### src/rtl/id_stage_fwd_pkg.sv
// Shared encodings for the ID stage: MIPS opcode/funct fields, ALU op/select codes
// and register/word constants used by the decoder and the stage top.
package id_stage_fwd_pkg;

  localparam logic [5:0] OP_SPECIAL = 6'b000000;
  localparam logic [5:0] OP_ANDI    = 6'b001100;
  localparam logic [5:0] OP_ORI     = 6'b001101;
  localparam logic [5:0] OP_XORI    = 6'b001110;
  localparam logic [5:0] OP_LUI     = 6'b001111;
  localparam logic [5:0] OP_PREF    = 6'b110011;

  localparam logic [5:0] F_SLL  = 6'b000000;
  localparam logic [5:0] F_SRL  = 6'b000010;
  localparam logic [5:0] F_SRA  = 6'b000011;
  localparam logic [5:0] F_SLLV = 6'b000100;
  localparam logic [5:0] F_SRLV = 6'b000110;
  localparam logic [5:0] F_SRAV = 6'b000111;
  localparam logic [5:0] F_SYNC = 6'b001111;
  localparam logic [5:0] F_AND  = 6'b100100;
  localparam logic [5:0] F_OR   = 6'b100101;
  localparam logic [5:0] F_XOR  = 6'b100110;
  localparam logic [5:0] F_NOR  = 6'b100111;

  localparam logic [7:0] ALU_NOP_OP = 8'b00000000;
  localparam logic [7:0] ALU_AND_OP = 8'b00100100;
  localparam logic [7:0] ALU_OR_OP  = 8'b00100101;
  localparam logic [7:0] ALU_XOR_OP = 8'b00100110;
  localparam logic [7:0] ALU_NOR_OP = 8'b00100111;
  localparam logic [7:0] ALU_SLL_OP = 8'b01111100;
  localparam logic [7:0] ALU_SRL_OP = 8'b00000010;
  localparam logic [7:0] ALU_SRA_OP = 8'b00000011;

  localparam logic [2:0] SEL_NOP   = 3'b000;
  localparam logic [2:0] SEL_LOGIC = 3'b001;
  localparam logic [2:0] SEL_SHIFT = 3'b010;

  localparam logic [4:0]  NOP_REG_ADDR = 5'b00000;
  localparam logic [31:0] ZERO_WORD    = 32'h0000_0000;

endpackage

### src/rtl/id_decoder.sv
// Pure combinational decode of the logic/shift/immediate MIPS subset into ALU
// controls, register-read enables, immediate operand and destination.
module id_decoder
  import id_stage_fwd_pkg::*;
#(
  parameter int DATA_W   = 32,
  parameter int REG_AW   = 5,
  parameter int ALUOP_W  = 8,
  parameter int ALUSEL_W = 3
) (
  input  logic [31:0]         i_inst,
  output logic [ALUOP_W-1:0]  o_aluop,
  output logic [ALUSEL_W-1:0] o_alusel,
  output logic                o_re1,
  output logic                o_re2,
  output logic [DATA_W-1:0]   o_imm,
  output logic [REG_AW-1:0]   o_wd,
  output logic                o_wreg,
  output logic                o_invalid
);

  logic [5:0]  w_op;
  logic [5:0]  w_funct;
  logic [4:0]  w_rs;
  logic [4:0]  w_rt;
  logic [4:0]  w_rd;
  logic [4:0]  w_sa;
  logic [15:0] w_imm16;

  assign w_op    = i_inst[31:26];
  assign w_rs    = i_inst[25:21];
  assign w_rt    = i_inst[20:16];
  assign w_rd    = i_inst[15:11];
  assign w_sa    = i_inst[10:6];
  assign w_funct = i_inst[5:0];
  assign w_imm16 = i_inst[15:0];

  always_comb begin
    o_aluop   = ALUOP_W'(ALU_NOP_OP);
    o_alusel  = ALUSEL_W'(SEL_NOP);
    o_re1     = 1'b0;
    o_re2     = 1'b0;
    o_imm     = DATA_W'(ZERO_WORD);
    o_wd      = REG_AW'(w_rd);
    o_wreg    = 1'b0;
    o_invalid = 1'b1;
    case (w_op)
      OP_SPECIAL: begin
        case (w_funct)
          F_AND, F_OR, F_XOR, F_NOR: begin
            o_aluop   = ALUOP_W'({2'b00, w_funct});
            o_alusel  = ALUSEL_W'(SEL_LOGIC);
            o_re1     = 1'b1;
            o_re2     = 1'b1;
            o_wreg    = 1'b1;
            o_invalid = 1'b0;
          end
          F_SLLV, F_SRLV, F_SRAV: begin
            o_aluop   = (w_funct == F_SLLV) ? ALUOP_W'(ALU_SLL_OP) :
                        (w_funct == F_SRLV) ? ALUOP_W'(ALU_SRL_OP) : ALUOP_W'(ALU_SRA_OP);
            o_alusel  = ALUSEL_W'(SEL_SHIFT);
            o_re1     = 1'b1;
            o_re2     = 1'b1;
            o_wreg    = 1'b1;
            o_invalid = 1'b0;
          end
          F_SYNC: o_invalid = 1'b0;
          F_SLL, F_SRL, F_SRA: begin
            // Constant shifts reuse the rs field as must-be-zero; shamt rides in imm.
            if (w_rs == 5'd0) begin
              o_aluop   = (w_funct == F_SLL) ? ALUOP_W'(ALU_SLL_OP) :
                          (w_funct == F_SRL) ? ALUOP_W'(ALU_SRL_OP) : ALUOP_W'(ALU_SRA_OP);
              o_alusel  = ALUSEL_W'(SEL_SHIFT);
              o_re2     = 1'b1;
              o_imm     = DATA_W'(w_sa);
              o_wreg    = 1'b1;
              o_invalid = 1'b0;
            end
          end
          default: ;
        endcase
      end
      OP_ORI, OP_ANDI, OP_XORI, OP_LUI: begin
        o_aluop   = (w_op == OP_ANDI) ? ALUOP_W'(ALU_AND_OP) :
                    (w_op == OP_XORI) ? ALUOP_W'(ALU_XOR_OP) : ALUOP_W'(ALU_OR_OP);
        o_alusel  = ALUSEL_W'(SEL_LOGIC);
        o_re1     = 1'b1;
        o_imm     = (w_op == OP_LUI) ? DATA_W'({w_imm16, 16'h0000}) : DATA_W'(w_imm16);
        o_wd      = REG_AW'(w_rt);
        o_wreg    = 1'b1;
        o_invalid = 1'b0;
      end
      OP_PREF: o_invalid = 1'b0;
      default: ;
    endcase
  end

endmodule

### src/rtl/id_stage_fwd.sv
// Registered decode stage: prioritised operand forwarding, load-use hazard detection,
// ID/EX register with valid/ready on both sides, and a saturating stall counter.
module id_stage_fwd
  import id_stage_fwd_pkg::*;
#(
  parameter int DATA_W   = 32,
  parameter int REG_AW   = 5,
  parameter int FWD_N    = 2,
  parameter int ALUOP_W  = 8,
  parameter int ALUSEL_W = 3
) (
  input  logic                     clk,
  input  logic                     rst,
  input  logic                     in_valid,
  output logic                     in_ready,
  input  logic [DATA_W-1:0]        pc_i,
  input  logic [31:0]              inst_i,
  output logic                     reg1_read_o,
  output logic [REG_AW-1:0]        reg1_addr_o,
  output logic                     reg2_read_o,
  output logic [REG_AW-1:0]        reg2_addr_o,
  input  logic [DATA_W-1:0]        reg1_data_i,
  input  logic [DATA_W-1:0]        reg2_data_i,
  input  logic [FWD_N-1:0]         fwd_wreg_i,
  input  logic [FWD_N*REG_AW-1:0]  fwd_wd_i,
  input  logic [FWD_N*DATA_W-1:0]  fwd_wdata_i,
  input  logic [FWD_N-1:0]         fwd_is_load_i,
  input  logic                     flush_i,
  output logic                     out_valid,
  input  logic                     out_ready,
  output logic [DATA_W-1:0]        pc_o,
  output logic [ALUOP_W-1:0]       aluop_o,
  output logic [ALUSEL_W-1:0]      alusel_o,
  output logic [DATA_W-1:0]        reg1_o,
  output logic [DATA_W-1:0]        reg2_o,
  output logic [REG_AW-1:0]        wd_o,
  output logic                     wreg_o,
  output logic                     inst_invalid_o,
  output logic                     stall_req_o,
  output logic [15:0]              stall_cnt_o
);

  logic [ALUOP_W-1:0]  w_aluop;
  logic [ALUSEL_W-1:0] w_alusel;
  logic                w_re1;
  logic                w_re2;
  logic [DATA_W-1:0]   w_imm;
  logic [REG_AW-1:0]   w_wd;
  logic                w_wreg;
  logic                w_invalid;
  logic                w_hazard;
  logic                w_accept;

  logic                r_valid;
  logic [DATA_W-1:0]   r_pc;
  logic [ALUOP_W-1:0]  r_aluop;
  logic [ALUSEL_W-1:0] r_alusel;
  logic [DATA_W-1:0]   r_reg1;
  logic [DATA_W-1:0]   r_reg2;
  logic [REG_AW-1:0]   r_wd;
  logic                r_wreg;
  logic                r_invalid;
  logic [15:0]         r_stall_cnt;

  id_decoder #(
    .DATA_W   (DATA_W),
    .REG_AW   (REG_AW),
    .ALUOP_W  (ALUOP_W),
    .ALUSEL_W (ALUSEL_W)
  ) u_dec (
    .i_inst    (inst_i),
    .o_aluop   (w_aluop),
    .o_alusel  (w_alusel),
    .o_re1     (w_re1),
    .o_re2     (w_re2),
    .o_imm     (w_imm),
    .o_wd      (w_wd),
    .o_wreg    (w_wreg),
    .o_invalid (w_invalid)
  );

  assign reg1_read_o = w_re1;
  assign reg2_read_o = w_re2;
  assign reg1_addr_o = REG_AW'(inst_i[25:21]);
  assign reg2_addr_o = REG_AW'(inst_i[20:16]);

  // One mux per operand; scanning channels high-to-low leaves the lowest matching index in place.
  for (genvar s = 0; s < 2; s++) begin : g_opnd
    logic              w_re;
    logic [REG_AW-1:0] w_addr;
    logic [DATA_W-1:0] w_rf;
    logic [DATA_W-1:0] w_fwd;
    logic [DATA_W-1:0] w_val;
    logic              w_hit;
    logic              w_ld;
    logic              w_haz;

    assign w_re   = (s == 0) ? reg1_read_o : reg2_read_o;
    assign w_addr = (s == 0) ? reg1_addr_o : reg2_addr_o;
    assign w_rf   = (s == 0) ? reg1_data_i : reg2_data_i;

    always_comb begin
      w_hit = 1'b0;
      w_ld  = 1'b0;
      w_fwd = w_rf;
      for (int k = FWD_N - 1; k >= 0; k--) begin
        if (fwd_wreg_i[k] && (fwd_wd_i[k*REG_AW +: REG_AW] == w_addr)) begin
          w_hit = 1'b1;
          w_ld  = fwd_is_load_i[k];
          w_fwd = fwd_wdata_i[k*DATA_W +: DATA_W];
        end
      end
    end

    always_comb begin
      w_val = w_fwd;
      w_haz = 1'b0;
      if (!w_re) begin
        w_val = w_imm;
      end else if (w_addr == REG_AW'(NOP_REG_ADDR)) begin
        w_val = '0;
      end else begin
        w_haz = w_hit && w_ld;
      end
    end
  end

  assign w_hazard    = g_opnd[0].w_haz | g_opnd[1].w_haz;
  assign stall_req_o = w_hazard;

  // Handshake: a transfer happens on a cycle where valid && ready are both high.
  // in_ready never depends on in_valid; out_valid never drops while out_ready is low
  // except through flush_i or rst.
  assign in_ready = !w_hazard && (!r_valid || out_ready) && !flush_i;
  assign w_accept = in_valid && in_ready;

  always_ff @(posedge clk) begin
    if (rst) begin
      r_valid   <= 1'b0;
      r_pc      <= '0;
      r_aluop   <= '0;
      r_alusel  <= '0;
      r_reg1    <= '0;
      r_reg2    <= '0;
      r_wd      <= '0;
      r_wreg    <= 1'b0;
      r_invalid <= 1'b0;
    end else if (flush_i) begin
      r_valid <= 1'b0;
    end else if (w_accept) begin
      r_valid   <= 1'b1;
      r_pc      <= pc_i;
      r_aluop   <= w_aluop;
      r_alusel  <= w_alusel;
      r_reg1    <= g_opnd[0].w_val;
      r_reg2    <= g_opnd[1].w_val;
      r_wd      <= w_wd;
      r_wreg    <= w_wreg;
      r_invalid <= w_invalid;
    end else if (!r_valid || out_ready) begin
      r_valid <= 1'b0;
    end
  end

  always_ff @(posedge clk) begin
    if (rst) begin
      r_stall_cnt <= 16'h0000;
    end else if (stall_req_o && in_valid && !flush_i && (r_stall_cnt != 16'hFFFF)) begin
      r_stall_cnt <= r_stall_cnt + 16'd1;
    end
  end

  assign out_valid      = r_valid;
  assign pc_o           = r_pc;
  assign aluop_o        = r_aluop;
  assign alusel_o       = r_alusel;
  assign reg1_o         = r_reg1;
  assign reg2_o         = r_reg2;
  assign wd_o           = r_wd;
  assign wreg_o         = r_wreg;
  assign inst_invalid_o = r_invalid;
  assign stall_cnt_o    = r_stall_cnt;

endmodule

### config.mk
export PLATFORM = sky130hd
export DESIGN_NAME = id_stage_fwd
export DESIGN_NICKNAME = d
export VERILOG_FILES = /design/src/rtl/id_stage_fwd_pkg.sv /design/src/rtl/id_decoder.sv /design/src/rtl/id_stage_fwd.sv
export SDC_FILE = /design/constraint.sdc
export NUM_CORES = 1
export LEC_CHECK = 0
export ABC_AREA = 1
export BUFFER_PORTS_ARGS = -buffer_cell sky130_fd_sc_hd__buf_2
export CAP_MARGIN = 20
export CORE_ASPECT_RATIO = 0.6
export CORE_MARGIN = 5
export CORE_UTILIZATION = 47
export CTS_BUF_LIST = sky130_fd_sc_hd__clkbuf_4
export DETAILED_ROUTE_END_ITERATION = 6
export PLACE_DENSITY = 0.86
export SLEW_MARGIN = 20
export SYNTH_ARGS = -nofsm -noshare
export SYNTH_HDL_FRONTEND = slang
export SYNTH_HIERARCHICAL = 1
export SYNTH_SLANG_ARGS = --single-unit
### constraint.sdc
create_clock -name clk -period 2.45 [get_ports clk]
set_input_delay 0.49 -clock clk [delete_from_list [all_inputs] [get_ports clk]]
set_output_delay 0.49 -clock clk [all_outputs]
set_load 0.03 [all_outputs]
==> impl_metrics.ini <==
[run_status]
outcome = complete, but fails checks
violations = DRC

[sta]
setup_slack_ps = 43.4
worst_pin_slew_ps = 638
slew_viol_final = 0
setup_viol = 0
finalHoldViolCount = 0
skew_ps = 22.4
finalCriticalPeriod_ps = 2410
fin_crit_sh_pct = 98.2
clock.fmax_ghz = 0.416
setup_tns_ps = 0
slew_headroom_pct = 57.4

[finish]
nets = 2250
stdcell_count = 2298
final_cell_mix = nand2_1 (652), buf_2 (349), nor2_1 (284)
area_growth_pct = 33.7
fin_area_um2 = 12000
drive_gt1_share_pct = 26.7
nFillCells = 1857
final_common_cell = nand2_1

[synth]
ys_seq_area_share_pct = 29.3
synth_top_family_by_area = simple AND/OR/NAND/NOR gates
synth_xor_area_share_pct = 0.391
synth_mux_area_share_pct = 0
yosysUniqueCellTypes = 30
yosys.area_share.simple_pct = 49.7
syn_inst = 1660
syn_area_per_cell_um2 = 5.39
synthAdderAreaFrac_pct = 0.140
synth-seq-cells = 131
syn-cell-area_um2 = 8950
synth_warnings = 6
synth-compound-area-share_pct = 5.59

[place]
dp_slack_ps = -238
place_inst = 2256
placed_cell_area_um2 = 11500
numPortBuffers = 355
dp_hpwl_um = 27600
gp_congestion = 1.02

[routing]
via_per_inst = 4.99
wirelength_um = 35400
dr.pass1.iters = 7
dr.first_iter.drc_count = 1120
drc = 3
wl_per_cell_um = 15.4
ant_nets = 0
vias = 11476

[setup_path]
path_cells = buf_2, inv_1, nand2_2, buf_4, nand3_4, nand2_4, nor2_4, nor2_4, o21ai_4, nor2_2, nand2_1, nand2_2, inv_2, nand2_2, nor2_4, buf_6
slowest_stage = buf_4
worstPathArrival_ps = 1920
cpPeakStageDelay_ps = 140
end_kind = output pin
path_max_fanout = 3
cp_top_family = simple AND/OR/NAND/NOR gates
cp-start-kind = primary input
crit_required_ps = 1960
crit_buf_inv = 5
worstSetupPathType = primary input to output pin

[clocking]
clk_latency_ps = 550
cts_tree = done
clk_pin_slew_ps = 160
numClockSinks = 131
cts_root_buf = clkbuf_4
htreeDepth = 4
cts_buffers = 17
clock_path_buffers = 2
cts_hold_buf = 0

[grt]
grt_usage_pct = 30.3
overflow = 0
first_global_vias = 10330
grt_max_degree = 67
antenna_found_initial = 2
grt_pass1_wl_um = 53300

[flow_run]
max_cap_viol_count = 0

[die]
fp-row-count = 39
chipHeight_um = 117
core_um2 = 18900
boundaryPins = 356
dieArea_um2 = 22000
initial_core_util_pct = 47.4
dieWidth_um = 188

[power_and_ir_drop]
vdd_drop_max_mv = 0.336
power.density_nw_per_um2 = 436
p_leak_nw = 7.34
power_mw = 5.22

[min_path]
hp-class = primary input to flop
-- cell families after synthesis --
group	after synthesis
AND/OR/NAND/NOR	1100
other	1
adder cells (fa/ha/maj)	1
AO/OA/AOI/OAI	96
XOR/XNOR	4
buffers and inverters	327
flip-flops	131
-- area by class of cell --
cell class	count	area [um2]	area share, %
clock buffer	17	128	1.07
timing repair buffer	451	2710	22.6
tap	246	308	2.57
multi-input combinational	1203	5180	43.3
inverter	234	883	7.38
sequential	131	2620	21.9
antenna	1	2.50	0.0209
clock inverter	15	135	1.13
-- registers in the layout, indices dropped and copies added (netlist names) --
signal	count
aluop_o	8
stall_cnt_o	16
pc_o	32
wreg_o	1
wd_o	5
out_valid	1
reg1_o	32
inst_invalid_o	1
reg2_o	32
alusel_o	3
-- power by group --
part / internal [mW] / switching [mW]
registers: 2.25 / 0.0674
logic: 0.515 / 0.925
clock network: 0.445 / 1.01
total: 3.21 / 2.01
-- cell usage after synthesis --
library cell / instances / share of area (%)
ha_1: 1 / 0.14
inv_2: 11 / 0.46
o211ai_1: 1 / 0.084
a31oi_1: 1 / 0.070
buf_2: 25 / 1.4
nor2_2: 1 / 0.070
a21oi_1: 69 / 3.9
xor2_1: 2 / 0.20
nand2_1: 658 / 28
nand3_2: 4 / 0.45
clkbuf_1: 46 / 1.9
o21ai_1: 8 / 0.45
inv_1: 223 / 9.4
nand3_1: 89 / 5.0
nor2_1: 297 / 12
o22ai_1: 1 / 0.070
conb_1: 1 / 0.042
xnor2_1: 2 / 0.20
o21bai_1: 6 / 0.50
nand4_1: 17 / 1.2
buf_4: 14 / 1.2
buf_6: 2 / 0.25
nor2_4: 13 / 1.6
nor3_1: 16 / 0.89
nor3_4: 1 / 0.18
nor4_1: 1 / 0.070
nand2_2: 3 / 0.21
buf_1: 6 / 0.25
dfxtp_1: 131 / 29
o21ai_0: 10 / 0.56
-- path summary, 6_finish.rpt --
kind                                      from         endpoint  slack, ps  cells after the start
worst max-delay path                 inst_i[1]         in_ready         40                     16
worst min-delay path                  pc_i[15]         pc_o[15]        140                      3
worst max register to register  stall_cnt_o[0]  stall_cnt_o[15]        540                      9
worst min register to register  stall_cnt_o[7]   stall_cnt_o[7]        500                      2
-- timing repair --
action,in CTS,in global routing
setup buffers,1,8
pin swaps,1,25
gates resized for setup,10,40
endpoints found under the setup margin,2,2
-- layer usage --
layer	vias to the layer above	wire [um]	GRT usage, %	share of wire, %
met3	92	4220	8.83	12
li1	5700	-	-	-
met1	5039	14800	40.1	42
met5	-	26	0	0.074
met4	4	1020	10.5	2.9
met2	641	15300	48.0	43
-- metrics by stage --
stage	hold WS, ps	utilization (%)
6_report	145	63.4
5_1_grt	88.4	63.4
4_1_cts	93.1	62.3
3_5_place_dp	467	60.7
3_3_place_gp	465	60.7
2_1_floorplan	578	-
-- worst reg2reg max path, delay by kind of cell (launching register included) --
kind / cells / cell delay [ps]
AO/OA/AOI/OAI: 1 / 150
buffers and inverters: 2 / 190
AND/OR/NAND/NOR: 6 / 1110
flip-flops: 1 / 380
Power figures use the tool's default switching activity.
